**config.mk**
```make
export PLATFORM = sky130hd
export DESIGN_NAME = voice_allocator_flat
export DESIGN_NICKNAME = d
export VERILOG_FILES = /design/src/rtl/voice_allocator_if.sv /design/src/rtl/voice_allocator.sv /design/src/flat_wrapper.sv
export SDC_FILE = /design/constraint.sdc
export NUM_CORES = 1
export LEC_CHECK = 0
export ABC_AREA = 1
export CAP_MARGIN = 15
export CORE_MARGIN = 10
export CORE_UTILIZATION = 33
export DETAILED_ROUTE_END_ITERATION = 7
export PLACE_DENSITY = 0.63
export SLEW_MARGIN = 15
export SYNTH_ARGS = -nofsm -noshare
export SYNTH_HDL_FRONTEND = slang
export SYNTH_SLANG_ARGS = --single-unit
```
**constraint.sdc**
```tcl
create_clock -name clk -period 2.24 [get_ports clk]
set_clock_uncertainty 0.1 [all_clocks]
set_input_delay 0.336 -clock clk [delete_from_list [all_inputs] [get_ports clk]]
set_output_delay 0.336 -clock clk [all_outputs]
set_load 0.05 [all_outputs]
```
**src/rtl/voice_allocator_if.sv**
```systemverilog
// MIDI message handshake bundle for the voice allocator.
// A full 3-byte message moves on midi_valid && midi_ready.
interface voice_allocator_if;
    logic       midi_valid;
    logic [7:0] midi_byte0;
    logic [7:0] midi_byte1;
    logic [7:0] midi_byte2;
    logic       midi_ready;

    modport master (
        output midi_valid,
        output midi_byte0,
        output midi_byte1,
        output midi_byte2,
        input  midi_ready
    );

    modport slave (
        input  midi_valid,
        input  midi_byte0,
        input  midi_byte1,
        input  midi_byte2,
        output midi_ready
    );
endinterface

```
**src/rtl/voice_allocator.sv**
```systemverilog
// Voice allocator: MIDI note-on/off messages to polyphonic DDS voice slots.
// Define VOICE_STEAL_EN to steal voices round-robin when all are gated.
module voice_allocator #(
    parameter int POLYPHONY = 8,
    parameter int FREQ_W    = 32
) (
    input  logic                        clk,
    input  logic                        reset,
    voice_allocator_if.slave            midi,
    output logic [6:0]                  lookup_note,
    input  logic [FREQ_W-1:0]           lookup_code,
    output logic [POLYPHONY*FREQ_W-1:0] dds_frequency_concat,
    output logic [POLYPHONY*7-1:0]      voice_note_concat,
    output logic [POLYPHONY-1:0]        key_state,
    output logic                        note_dropped
);
    localparam int PW = (POLYPHONY > 1) ? $clog2(POLYPHONY) : 1;

    localparam logic [1:0] IDLE   = 2'd0;
    localparam logic [1:0] DECODE = 2'd1;
    localparam logic [1:0] UPDATE = 2'd2;

    logic [1:0]        r_state;
    logic [7:0]        r_b0;
    logic [7:0]        r_b1;
    logic [7:0]        r_b2;
    logic [FREQ_W-1:0] r_freq [POLYPHONY];
    logic [6:0]        r_note [POLYPHONY];
    logic [POLYPHONY-1:0] r_key;
    logic              r_dropped;

    logic                 w_accept;
    logic                 w_is_on;
    logic                 w_is_off;
    logic [6:0]           w_note;
    logic [POLYPHONY-1:0] w_match;
    logic                 w_any_match;
    logic                 w_any_free;
    logic [PW-1:0]        w_match_idx;
    logic [PW-1:0]        w_free_idx;
    logic                 w_steal;
    logic                 w_unused;

    assign midi.midi_ready = (r_state == IDLE) && !reset;
    assign w_accept = midi.midi_valid && midi.midi_ready;

    // Channel nibble and note bit 7 carry no meaning here.
    assign w_unused = ^{r_b0[3:0], r_b1[7]};

    assign w_note   = r_b1[6:0];
    assign w_is_on  = (r_b0[7:4] == 4'h9) && (r_b2 != 8'd0);
    assign w_is_off = (r_b0[7:4] == 4'h8) ||
                      ((r_b0[7:4] == 4'h9) && (r_b2 == 8'd0));

    always_comb begin
        w_match     = '0;
        w_any_match = 1'b0;
        w_any_free  = 1'b0;
        w_match_idx = '0;
        w_free_idx  = '0;
        for (int i = POLYPHONY - 1; i >= 0; i--) begin
            w_match[i] = r_key[i] && (r_note[i] == w_note);
            if (w_match[i]) begin
                w_any_match = 1'b1;
                w_match_idx = PW'(i);
            end
            if (!r_key[i]) begin
                w_any_free = 1'b1;
                w_free_idx = PW'(i);
            end
        end
    end

    assign w_steal = (r_state == DECODE) && w_is_on &&
                     !w_any_match && !w_any_free;

`ifdef VOICE_STEAL_EN
    logic [PW-1:0] r_steal;

    always_ff @(posedge clk) begin
        if (reset) begin
            r_steal <= '0;
        end else if (w_steal) begin
            if (r_steal == PW'(POLYPHONY - 1))
                r_steal <= '0;
            else
                r_steal <= r_steal + 1'b1;
        end
    end
`endif

    // Voice writes land on the DECODE->UPDATE edge, using the live lookup.
    always_ff @(posedge clk) begin
        if (reset) begin
            r_state   <= IDLE;
            r_b0      <= '0;
            r_b1      <= '0;
            r_b2      <= '0;
            r_key     <= '0;
            r_dropped <= 1'b0;
            for (int i = 0; i < POLYPHONY; i++) begin
                r_freq[i] <= '0;
                r_note[i] <= '0;
            end
        end else begin
            r_dropped <= 1'b0;
            case (r_state)
                IDLE: begin
                    if (w_accept) begin
                        r_b0    <= midi.midi_byte0;
                        r_b1    <= midi.midi_byte1;
                        r_b2    <= midi.midi_byte2;
                        r_state <= DECODE;
                    end
                end
                DECODE: begin
                    r_state <= UPDATE;
                    if (w_is_on) begin
                        if (w_any_match) begin
                            r_freq[w_match_idx] <= lookup_code;
                        end else if (w_any_free) begin
                            r_freq[w_free_idx] <= lookup_code;
                            r_note[w_free_idx] <= w_note;
                            r_key[w_free_idx]  <= 1'b1;
                        end else begin
`ifdef VOICE_STEAL_EN
                            r_freq[r_steal] <= lookup_code;
                            r_note[r_steal] <= w_note;
                            r_key[r_steal]  <= 1'b1;
`else
                            r_dropped <= w_steal;
`endif
                        end
                    end else if (w_is_off) begin
                        r_key <= r_key & ~w_match;
                    end
                end
                UPDATE: begin
                    r_state <= IDLE;
                end
                default: begin
                    r_state <= IDLE;
                end
            endcase
        end
    end

    assign lookup_note  = ((r_state == DECODE) && !reset) ? w_note : 7'd0;
    assign note_dropped = r_dropped && !reset;
    assign key_state    = reset ? '0 : r_key;

    for (genvar g = 0; g < POLYPHONY; g++) begin : g_pack
        assign dds_frequency_concat[g*FREQ_W +: FREQ_W] =
            reset ? '0 : r_freq[g];
        assign voice_note_concat[g*7 +: 7] =
            reset ? 7'd0 : r_note[g];
    end
endmodule

```
**src/flat_wrapper.sv**
```systemverilog
// flat-port wrapper written by rule: the top's interface ports become plain ports
module voice_allocator_flat 
#(
    parameter int POLYPHONY = 8,
    parameter int FREQ_W    = 32
)
  (clk, reset, lookup_note, lookup_code, dds_frequency_concat, voice_note_concat, key_state, note_dropped, midi_midi_valid, midi_midi_byte0, midi_midi_byte1, midi_midi_byte2, midi_midi_ready);
  voice_allocator_if midi_i ();
  input  logic clk;
  input  logic reset;
  output logic [6:0] lookup_note;
  input  logic [FREQ_W-1:0] lookup_code;
  output logic [POLYPHONY*FREQ_W-1:0] dds_frequency_concat;
  output logic [POLYPHONY*7-1:0] voice_note_concat;
  output logic [POLYPHONY-1:0] key_state;
  output logic note_dropped;
  input wire logic [$bits(midi_i.midi_valid)-1:0] midi_midi_valid;
  input wire logic [$bits(midi_i.midi_byte0)-1:0] midi_midi_byte0;
  input wire logic [$bits(midi_i.midi_byte1)-1:0] midi_midi_byte1;
  input wire logic [$bits(midi_i.midi_byte2)-1:0] midi_midi_byte2;
  output wire logic [$bits(midi_i.midi_ready)-1:0] midi_midi_ready;
  assign midi_i.midi_valid = midi_midi_valid;
  assign midi_i.midi_byte0 = midi_midi_byte0;
  assign midi_i.midi_byte1 = midi_midi_byte1;
  assign midi_i.midi_byte2 = midi_midi_byte2;
  assign midi_midi_ready = midi_i.midi_ready;
  voice_allocator #(.POLYPHONY(POLYPHONY), .FREQ_W(FREQ_W)) u_core (.clk(clk), .reset(reset), .midi(midi_i), .lookup_note(lookup_note), .lookup_code(lookup_code), .dds_frequency_concat(dds_frequency_concat), .voice_note_concat(voice_note_concat), .key_state(key_state), .note_dropped(note_dropped));
endmodule
```
==> results of run 1 <==
-- cells by family after synthesis --
| kind of cell | Yosys count | share of synthesized area [%] |
|---|---|---|
| AOI/OAI and AO/OA | 244 | 9.64 |
| DFF | 342 | 42.3 |
| buffers and inverters | 541 | 14.4 |
| xor gates and xnor gates | 28 | 1.51 |
| and+or+nand+nor | 1245 | 32.2 |
-- layout by cell type (no fill, tap or decap), types with 2 or more instances in the layout --
master           Yosys  final
nand2_1            812    803
inv_1              344    344
dfxtp_1            342    336
buf_4               13    302
nor2_1             229    215
buf_12               0    199
nand4_1            141    141
o21bai_1           129    127
o21ai_0             76     75
clkdlybuf4s50_1      0     52
clkbuf_16            0     50
a21oi_1             35     35
xnor2_1             21     16
nor2_2               6     15
nand2_2             17     14
nand3_1             24     14
nor2_4               7     12
nand2_4              0     12
clkbuf_1            49     12
nand3_2              1     11
buf_6               18     11
inv_2               11      6
clkbuf_8             0      6
dfxtp_2              0      6
inv_4                2      5
xnor2_2              0      5
clkinv_2             0      5
xor2_1               7      4
nor3_1               4      3
xor2_2               0      3
o21bai_4             0      2
a31oi_1              2      2
inv_6                0      2
clkinv_8             0      2
buf_8                0      2
-- registers in the layout, summed over array words and instances (netlist names) --
register and cells:
u_core.r_key 8, u_core.r_state 2, u_core.r_b2 8, u_core.r_note 56
u_core.r_b0 4, u_core.r_dropped 1, u_core.r_freq 256, u_core.r_b1 7
-- per-stage QoR --
stage                     hold slack, ns  utilization, %  cells
final                             0.0490            50.8   3524
after global routing              0.0548            50.8   3524
after CTS                         0.0160            49.8   3503
after detailed placement           0.344            46.6   3424
after global placement             0.343            46.6   3424
after floorplan                    0.327               -   2400
-- where the power goes --
group / switching, W / internal [W]
combinational: 0.000551 / 0.000348
clock: 0.00270 / 0.00383
sequential: 0.0000146 / 0.00611
-- how the worst max path moves through the flow --
stage / endpoint / slack, ns / cells after the start
detailed placement: u_core.r_freq[0][29] / -0.46 / 15
floorplan: u_core.r_freq[0][26] / 0.03 / 18
CTS: u_core.r_freq[1][17] / -0.24 / 14
global placement: u_core.r_freq[0][21] / -0.39 / 15
global route: u_core.r_freq[6][6] / -0.44 / 17
finish: u_core.r_freq[1][30] / -0.35 / 16
-- cell type report --
cell class	count	area [um^2]
Inverter	357	1360
Clock buffer	61	1200
Tap cell	664	831
Fill cell	4569	24000
Sequential cell	342	6850
Timing Repair Buffer	574	7110
Clock inverter	9	96.3
Multi-Input combinational cell	1517	7300
-- layer usage --
metal	vias up	track usage, %	wire length [um]
li1	8221	-	-
met1	7759	25.7	26900
met3	103	5.96	5490
met2	602	33.6	30600
met5	-	0	0
met4	0	8.82	2340
-- repair_timing --
action / CTS / global route
cloned: 1 / 10
pin swaps: 23 / 36
hold endpoints to repair: 1 / 0
hold buffers: 1 / 0
buffers inserted: 7 / 11
setup endpoints to repair: 319 / 327
resized for setup: 57 / 24
==> metrics.txt, run 1 <==
CP startpoint kind flop; ys flop type dfxtp_1; Core Footprint about 49000 um^2; wire per inst between 15 and 20 um; FF-to-FF End u_core.r_freq[1][30]; Max VDD drop 0.426 mV; MaxCap Viol Count 0; drt total wl 65400 um; class of the worst hold path in -> reg; antenna violations before repair 3; Port Buffers around 380; Diodes inserted 0; commonest cells in the netlist 812 x nand2_1, 344 x inv_1, 342 x dfxtp_1, 229 x nor2_1, 141 x nand4_1; WHS Endpoint u_core.r_state[1]; CP bufs+invs 5; Area growth syn-to-layout 52.9%; HP Start reset; share of cells above drive strength 1 23.7%; Synth area leader dfxtp_1; RSZ-0062 raised after global routing yes; setup_tns -63.81 ns; drt via density about 4.7; CTS max path bufs 3; final instance area 24800 um^2; arrival time at the worst endpoint approximately 3.0 ns; H-tree levels 2; GPL Wtd Cong 0.872; Clk pin slew, worst setup/hold paths 0.05 ns; CP Class reg -> reg; status complete, but fails checks; largest net degree at the start of global routing 113; Slew @ Worst Pin 0.725 ns; syn avg cell area just under 7 um^2; pre-CTS setup slack -0.460 ns; crit path capture type flop; post-layout min period 2.59 ns; Post-Syn Nets around 2500; area of the die just under 60000 um^2; Via Count 16700; first-pass GRT wire length 96500 um; Max Slew Vio Count 0; Yosys Warn Count 0; TritonCTS clock tree yes; Pre-antenna DRT Iters 5; R2R setup slack -0.35 ns; DPL Wire Length ~46000 um; Worst-Skew Late Latency 0.56 ns; number of I/O pins 388; f_max 0.386 GHz; post-synthesis register bit count 342; Worst Setup Slack, final -0.349 ns; Die Y-Extent 242 um; PD cells between 500 and 600 nW/um^2; vias in the first global route 15800; Final nets 2893; CTS root buf clkbuf_16; Synth top area share between 40% and 50%; CP required 2.63 ns; Worst Setup SP u_core.r_b1[2]; period utilization 116%; Hold Crit Depth 2; # rows 81; final setup fails 285; Max stage delay cell, worst path dfxtp_2; worst-path cell chain buf_6 > nand2_1 > nand4_1 > nor2_4 > nand3_2 > nand2_4 > nor2_1 > o21bai_1 > buf_4 > nand2_4 > buf_4 > nor2_4 > buf_6 > clkbuf_16 > nand4_1 > nand2_1; ys async rst share 0%; GRT Resource Usage Total between 20% and 30%; Gate Count Post-Synth 2400; DR iter-0 viols 1369; Mapped Area around 16000 um^2; CP top delay family simple AND/OR/NAND/NOR gates; # DRC 0; top cells by area, synth dfxtp_1 42%, nand2_1 19%, inv_1 8.0%, o21bai_1 6.0%, nand4_1 5.4%; Fin. Hold Viols 0; GRT overflow 0; worst r2r path cells 16; reg2reg start u_core.r_b1[2]; failing checks setup timing; Chip Width 242 um; post-route ant nets 0; Area after DPL between 20000 and 25000 um^2; Num CTS Buffers 42; count leader, synth nand2_1; overall power 0.0136 W; Static Leakage ~12 nW; Slew headroom between 50% and 60%; count of cell types in the netlist 31; Post-synth EDFFs 0; # clock sinks 342; Max stage delay on crit path between 0.3 and 0.4 ns; sequential element share of the synthesized area 42.3%; peak fanout along the critical path 8; initial core utilization 33.2%
Power figures use the tool's default switching activity.
==> run 2, diff against run 1 <==
--- a/config.mk
+++ b/config.mk
@@ -7,11 +7,12 @@
 export LEC_CHECK = 0
 export ABC_AREA = 1
 export CAP_MARGIN = 15
+export CORE_ASPECT_RATIO = 1.25
 export CORE_MARGIN = 10
 export CORE_UTILIZATION = 33
 export DETAILED_ROUTE_END_ITERATION = 7
 export PLACE_DENSITY = 0.63
-export SLEW_MARGIN = 15
+export SLEW_MARGIN = 20
 export SYNTH_ARGS = -nofsm -noshare
 export SYNTH_HDL_FRONTEND = slang
 export SYNTH_SLANG_ARGS = --single-unit
==> run 2 against run 1 <==
The run still ends with setup timing left. Via count increased by 5.0%. Final area increased by 6.9%. Register-to-register slack got worse by 0.04 ns. Critical endpoint is now u_core.r_freq[4][7].
==> metrics.txt, run 2 (same netlist as run 1, synthesis figures left out) <==
Core Footprint 48400 um^2 (-0.67%); DPL Wire Length 48500 um (+6.1%); Die Y-Extent 268 um (+11%); Area growth syn-to-layout 63.3%; share of cells above drive strength 1 30.9% (+7.2 points); peak fanout along the critical path 8 (unchanged); GRT Resource Usage Total 22.9% (+2.0 points); antenna violations before repair 0 (-3); Hold Slack 0.112 ns (+0.0631 ns); final setup fails 289 (+1.4%); Max stage delay cell, worst path dfxtp_4; Slew headroom 39.8% (-12 points); worst-path cell chain buf_12 > buf_12 > xor2_4 > nor2_4 > nand3_4 > nand2_4 > nor2_4 > nand2_4 > nor2_4 > nand3_2 > nand2_4 > nand2_8 > nor2_4 > buf_12 > buf_6 > nand2_1 > nand2_1; drt total wl 75300 um (+15%); Port Buffers 382 (unchanged); post-layout min period 2.63 ns (+0.0416 ns); MaxCap Viol Count 0 (unchanged); GPL Wtd Cong 0.893 (+2.4%); Num CTS Buffers 39 (-7.1%); vias in the first global route 16400 (+3.4%); setup_tns -81.03 ns (-17.21 ns); period utilization 117% (+1.9 points); initial core utilization 33.5% (+0.22 points); Worst-Skew Late Latency 0.57 ns (about the same); drt via density 4.95 (+4.6%); Pre-antenna DRT Iters 5 (unchanged); number of I/O pins 388 (unchanged); Slew @ Worst Pin 0.901 ns (+0.175 ns); f_max 0.380 GHz (-1.6%); CTS max path bufs 3 (unchanged); Top Registers u_core.r_freq (256), u_core.r_note (56); CP startpoint kind flop; commonest non-fill, non-tap cell in the layout nand2_1; Final nets 2922 (+1.0%); Max VDD drop 0.574 mV (+35%); TritonCTS clock tree yes; PD cells 513 nW/um^2 (-6.2%); Max Slew Vio Count 0 (unchanged); # clock sinks 342 (unchanged); Max stage delay on crit path 0.38 ns (+0.05 ns); first-pass GRT wire length 102000 um (+5.9%); Worst Setup Slack, final -0.390 ns (-0.0416 ns); fillers 4426 (-3.1%); Clk pin slew, worst setup/hold paths 0.06 ns (about the same); GRT overflow 0 (unchanged); Util after Layout 54.6% (+3.9 points); failing checks setup timing; status complete, but fails checks; CP required 2.67 ns (+0.04 ns); overall power 0.0136 W (+0.21%); # rows 90 (+11%); largest net degree at the start of global routing 107 (-5.3%); Via Count 17500 (+5.0%); Diodes inserted 0 (unchanged); Fin. Hold Viols 0 (unchanged); RSZ-0062 raised after global routing yes; H-tree levels 2 (unchanged); CP bufs+invs 4 (-1); Static Leakage 12.6 nW (+5.4%); CP top delay family simple AND/OR/NAND/NOR gates; most frequent CP cell nor2_4; register name with the most flops u_core.r_freq; CP Class reg -> reg; most frequent cells in the layout 671 x nand2_1, 340 x inv_1, 334 x dfxtp_1; max FFs per register 256 (unchanged); post-route ant nets 0 (unchanged); area of the die 58400 um^2 (about the same); crit path capture type flop; arrival time at the worst endpoint 3.06 ns (+0.08 ns); Chip Width 218 um (-9.7%); CTS root buf clkbuf_16; # DRC 0 (unchanged); wire per inst 21.3 um (+15%); class of the worst hold path in -> reg; DR iter-0 viols 1388 (+1.4%)
run 2: changes by cell type in the layout (fill, tap and decap cells not counted), sizes merged:
cell	change
buf	+14
bufbuf	+1
clkbuf	+18
clkinvlp	+1
clkinv	-2
inv	+1
run 2: final timing paths:
path,startpoint,endpoint,slack [ns],cells past startpoint
setup / recovery,u_core.r_b1[6],u_core.r_freq[4][7],-0.39,17
hold / removal,reset,u_core.r_b0[5],0.11,3
setup reg to reg,u_core.r_b1[6],u_core.r_freq[4][7],-0.39,17
hold reg to reg,u_core.r_b0[4],u_core.r_b0[4],0.35,2
run 2: stage by stage:
stage               worst slack (ns)  instance area (um^2)  cells
floorplan                     0.0284                 16200   2400
global route                  -0.480                 26500   3537
finish                        -0.390                 26500   3537
global placement              -0.380                 22500   3391
detailed placement            -0.425                 22500   3391
CTS                           -0.314                 24300   3475
run 2: power by group:
| group | internal [W] | total, W | switching, W |
|---|---|---|---|
| sequential | 0.00611 | 0.00613 | 0.0000199 |
| clock | 0.00371 | 0.00647 | 0.00276 |
| combinational | 0.000356 | 0.000988 | 0.000632 |
| total | 0.0102 | 0.0136 | 0.00341 |
run 2: tightest hold or removal path: stages:
cell	delay, ns
buf_6	0.16
buf_4	0.19
a21oi_1	0.04
run 2: layout make-up:
class / count / area (um^2) / area share, %
multi-input cells: 1517 / 8240 / 31.1
repair buffers: 606 / 7910 / 29.9
flip-flops and latches: 342 / 6860 / 25.9
inverters: 357 / 1370 / 5.18
clock buffers: 62 / 1160 / 4.39
well taps: 644 / 806 / 3.05
clock inverters: 9 / 116 / 0.440
run 2: what timing repair did:
action	in CTS	in global routing
buffers inserted	5	23
pin swaps	26	215
resized for setup	62	395
endpoints found under the setup margin	320	327
cloned	8	39
hold endpoints to repair	1	1
run 2: layer usage:
layer | vias up | GRT usage [%] | part of all wire (%)
met2 | 772 | 38.0 | 49
met3 | 154 | 8.10 | 9.9
met5 | - | 0 | 0
met4 | 0 | 10.5 | 4.7
li1 | 8292 | - | -
met1 | 8303 | 25.8 | 37
==> run 3, diff against run 2 <==
--- a/config.mk
+++ b/config.mk
@@ -11,7 +11,7 @@
 export CORE_MARGIN = 10
 export CORE_UTILIZATION = 33
 export DETAILED_ROUTE_END_ITERATION = 7
-export PLACE_DENSITY = 0.63
+export PLACE_DENSITY = 0.61
 export SLEW_MARGIN = 20
 export SYNTH_ARGS = -nofsm -noshare
 export SYNTH_HDL_FRONTEND = slang
==> constraint.sdc (replaced) <==
create_clock -name clk -period 2.8 [get_ports clk]
set_clock_uncertainty 0.1 [all_clocks]
set_input_delay 0.42 -clock clk [delete_from_list [all_inputs] [get_ports clk]]
set_output_delay 0.42 -clock clk [all_outputs]
set_load 0.05 [all_outputs]
==> run 3 against run 2 <==
The run now ends clean. Combinational power decreased by 36%. Sequential share of layout area increased by 3.4 points. Via count decreased by 7.4%. Final area decreased by 12%. Critical path type is now reg -> out.
==> metrics.txt, run 3 (same netlist as run 1, synthesis figures left out) <==
GRT overflow 0 (unchanged); Via Count 16200 (-7.4%); largest net degree at the start of global routing 129 (+21%); MaxCap Viol Count 0 (unchanged); area of the multi-input gates 7110 um^2 (-14%); most frequent cells in the layout 807 x nand2_1, 344 x inv_1, 340 x dfxtp_1; pre-CTS setup slack 0.0996 ns (+0.524 ns); Static Leakage 11.2 nW (-11%); class of the worst hold path in -> reg; PD cells 468 nW/um^2 (-8.9%); CTS root buf clkbuf_16; final setup fails 0 (-100%); number of I/O pins 388 (unchanged); register name with the most flops u_core.r_freq; Max Slew Vio Count 0 (unchanged); arrival time at the worst endpoint 2.18 ns (-0.88 ns); CTS Hold Bufs 0; CTS max path bufs 3 (unchanged); Worst-Skew Late Latency 0.56 ns (about the same); period utilization around 96%; CP required 2.28 ns (-0.39 ns); # rows 90 (unchanged); Die Y-Extent 268 um (unchanged); commonest non-fill, non-tap cell in the layout nand2_1; max FFs per register 256 (unchanged); RSZ-0062 raised after global routing yes; Clk pin slew, worst setup/hold paths 0.06 ns (about the same); H-tree levels 2 (unchanged); Slew headroom 42.3% (+2.5 points); Pre-antenna DRT Iters 5 (unchanged); TritonCTS clock tree yes; fillers 4727 (+6.8%); f_max 0.370 GHz; Hold Slack 0.230 ns (+0.118 ns); final instance area 23400 um^2 (-12%); DPL Wire Length 46200 um (-4.7%); Slew @ Worst Pin 0.863 ns (-0.0380 ns); DR iter-0 viols 1349 (-2.8%); drt total wl 65200 um (-13%); antenna violations before repair 0 (unchanged); Chip Width 218 um (unchanged); overall power 0.0109 W (-20%); Top Registers u_core.r_freq (256), u_core.r_note (56); Final nets 2786 (-4.7%); Area after DPL 21800 um^2 (-2.8%); Worst Setup Slack, final 0.0986 ns (+0.489 ns); Port Buffers 382 (unchanged); post-layout min period 2.70 ns; first-pass GRT wire length 95500 um (-6.6%); post-route ant nets 0 (unchanged); GPL Wtd Cong 0.854 (-4.4%); wire per inst 19.2 um (-10%); initial core utilization 33.5% (unchanged); peak fanout along the critical path 4 (-4); CP startpoint kind flop; GRT Resource Usage Total 21.2% (-1.7 points); Area growth syn-to-layout 44.2%; # clock sinks 342 (unchanged); Max VDD drop 0.447 mV (-22%); vias in the first global route 15600 (-5.0%); status completed; register area 6850 um^2 (-0.22%); crit path capture type output port; Diodes inserted 0 (unchanged); Core Footprint 48400 um^2 (unchanged); Fin. Hold Viols 0 (unchanged); Num CTS Buffers 39 (unchanged); # DRC 0 (unchanged); Util after Layout 48.3% (-6.4 points); area of the die 58400 um^2 (unchanged); share of cells above drive strength 1 18.5% (-12 points); drt via density 4.77 (-3.7%); CP Class reg -> out
run 3: path summary, 6_finish.rpt:
| check | from | end | slack (ns) | cells after the start |
|---|---|---|---|---|
| setup / recovery | u_core.r_key[3] | key_state[3] | 0.1 | 3 |
| hold / removal | reset | u_core.r_key[0] | 0.23 | 2 |
| setup reg to reg | u_core.r_b1[1] | u_core.r_freq[3][26] | 0.12 | 17 |
| hold reg to reg | u_core.r_b0[4] | u_core.r_b0[4] | 0.36 | 2 |
run 3: critical path, stage by stage, from the launching register on:
cell and delay (ns):
dfxtp_1 0.40, inv_1 0.11, nor2_1 0.26, clkdlybuf4s50_1 0.87
run 3: per-stage QoR:
step	instances	setup TNS (ns)
finish	3402	0
global placement	3325	0
floorplan	2400	0
CTS	3397	0
detailed placement	3325	0
global route	3402	-0.275
run 3: power breakdown:
part,total [W],internal (W),switching [W],leakage [nW]
Combinational,0.000634,0.000200,0.000433,7.82
Sequential,0.00490,0.00489,0.0000102,2.76
Clock,0.00540,0.00326,0.00214,0.663
run 3: cell type report:
type,instances,area share [%]
sequential,342,29.3
multi-input combinational,1517,30.4
clock buffer,62,5.19
tap,644,3.45
inverter,357,5.77
timing repair buffer,470,25.2
clock inverter,10,0.637
run 3: per-layer routing:
metal,track usage [%],share of wire (%),up-vias,wire (um)
met5,0,0,-,0
met4,8.40,3.7,0,2430
met3,7.01,9.3,108,6060
met2,36.1,49,604,31800
met1,24.1,38,7533,24900
li1,-,-,7987,-
run 3: timing repair:
action                     CTS  global route
setup endpoints to repair    0           189
setup buffers                0             2
resized for setup            0            22
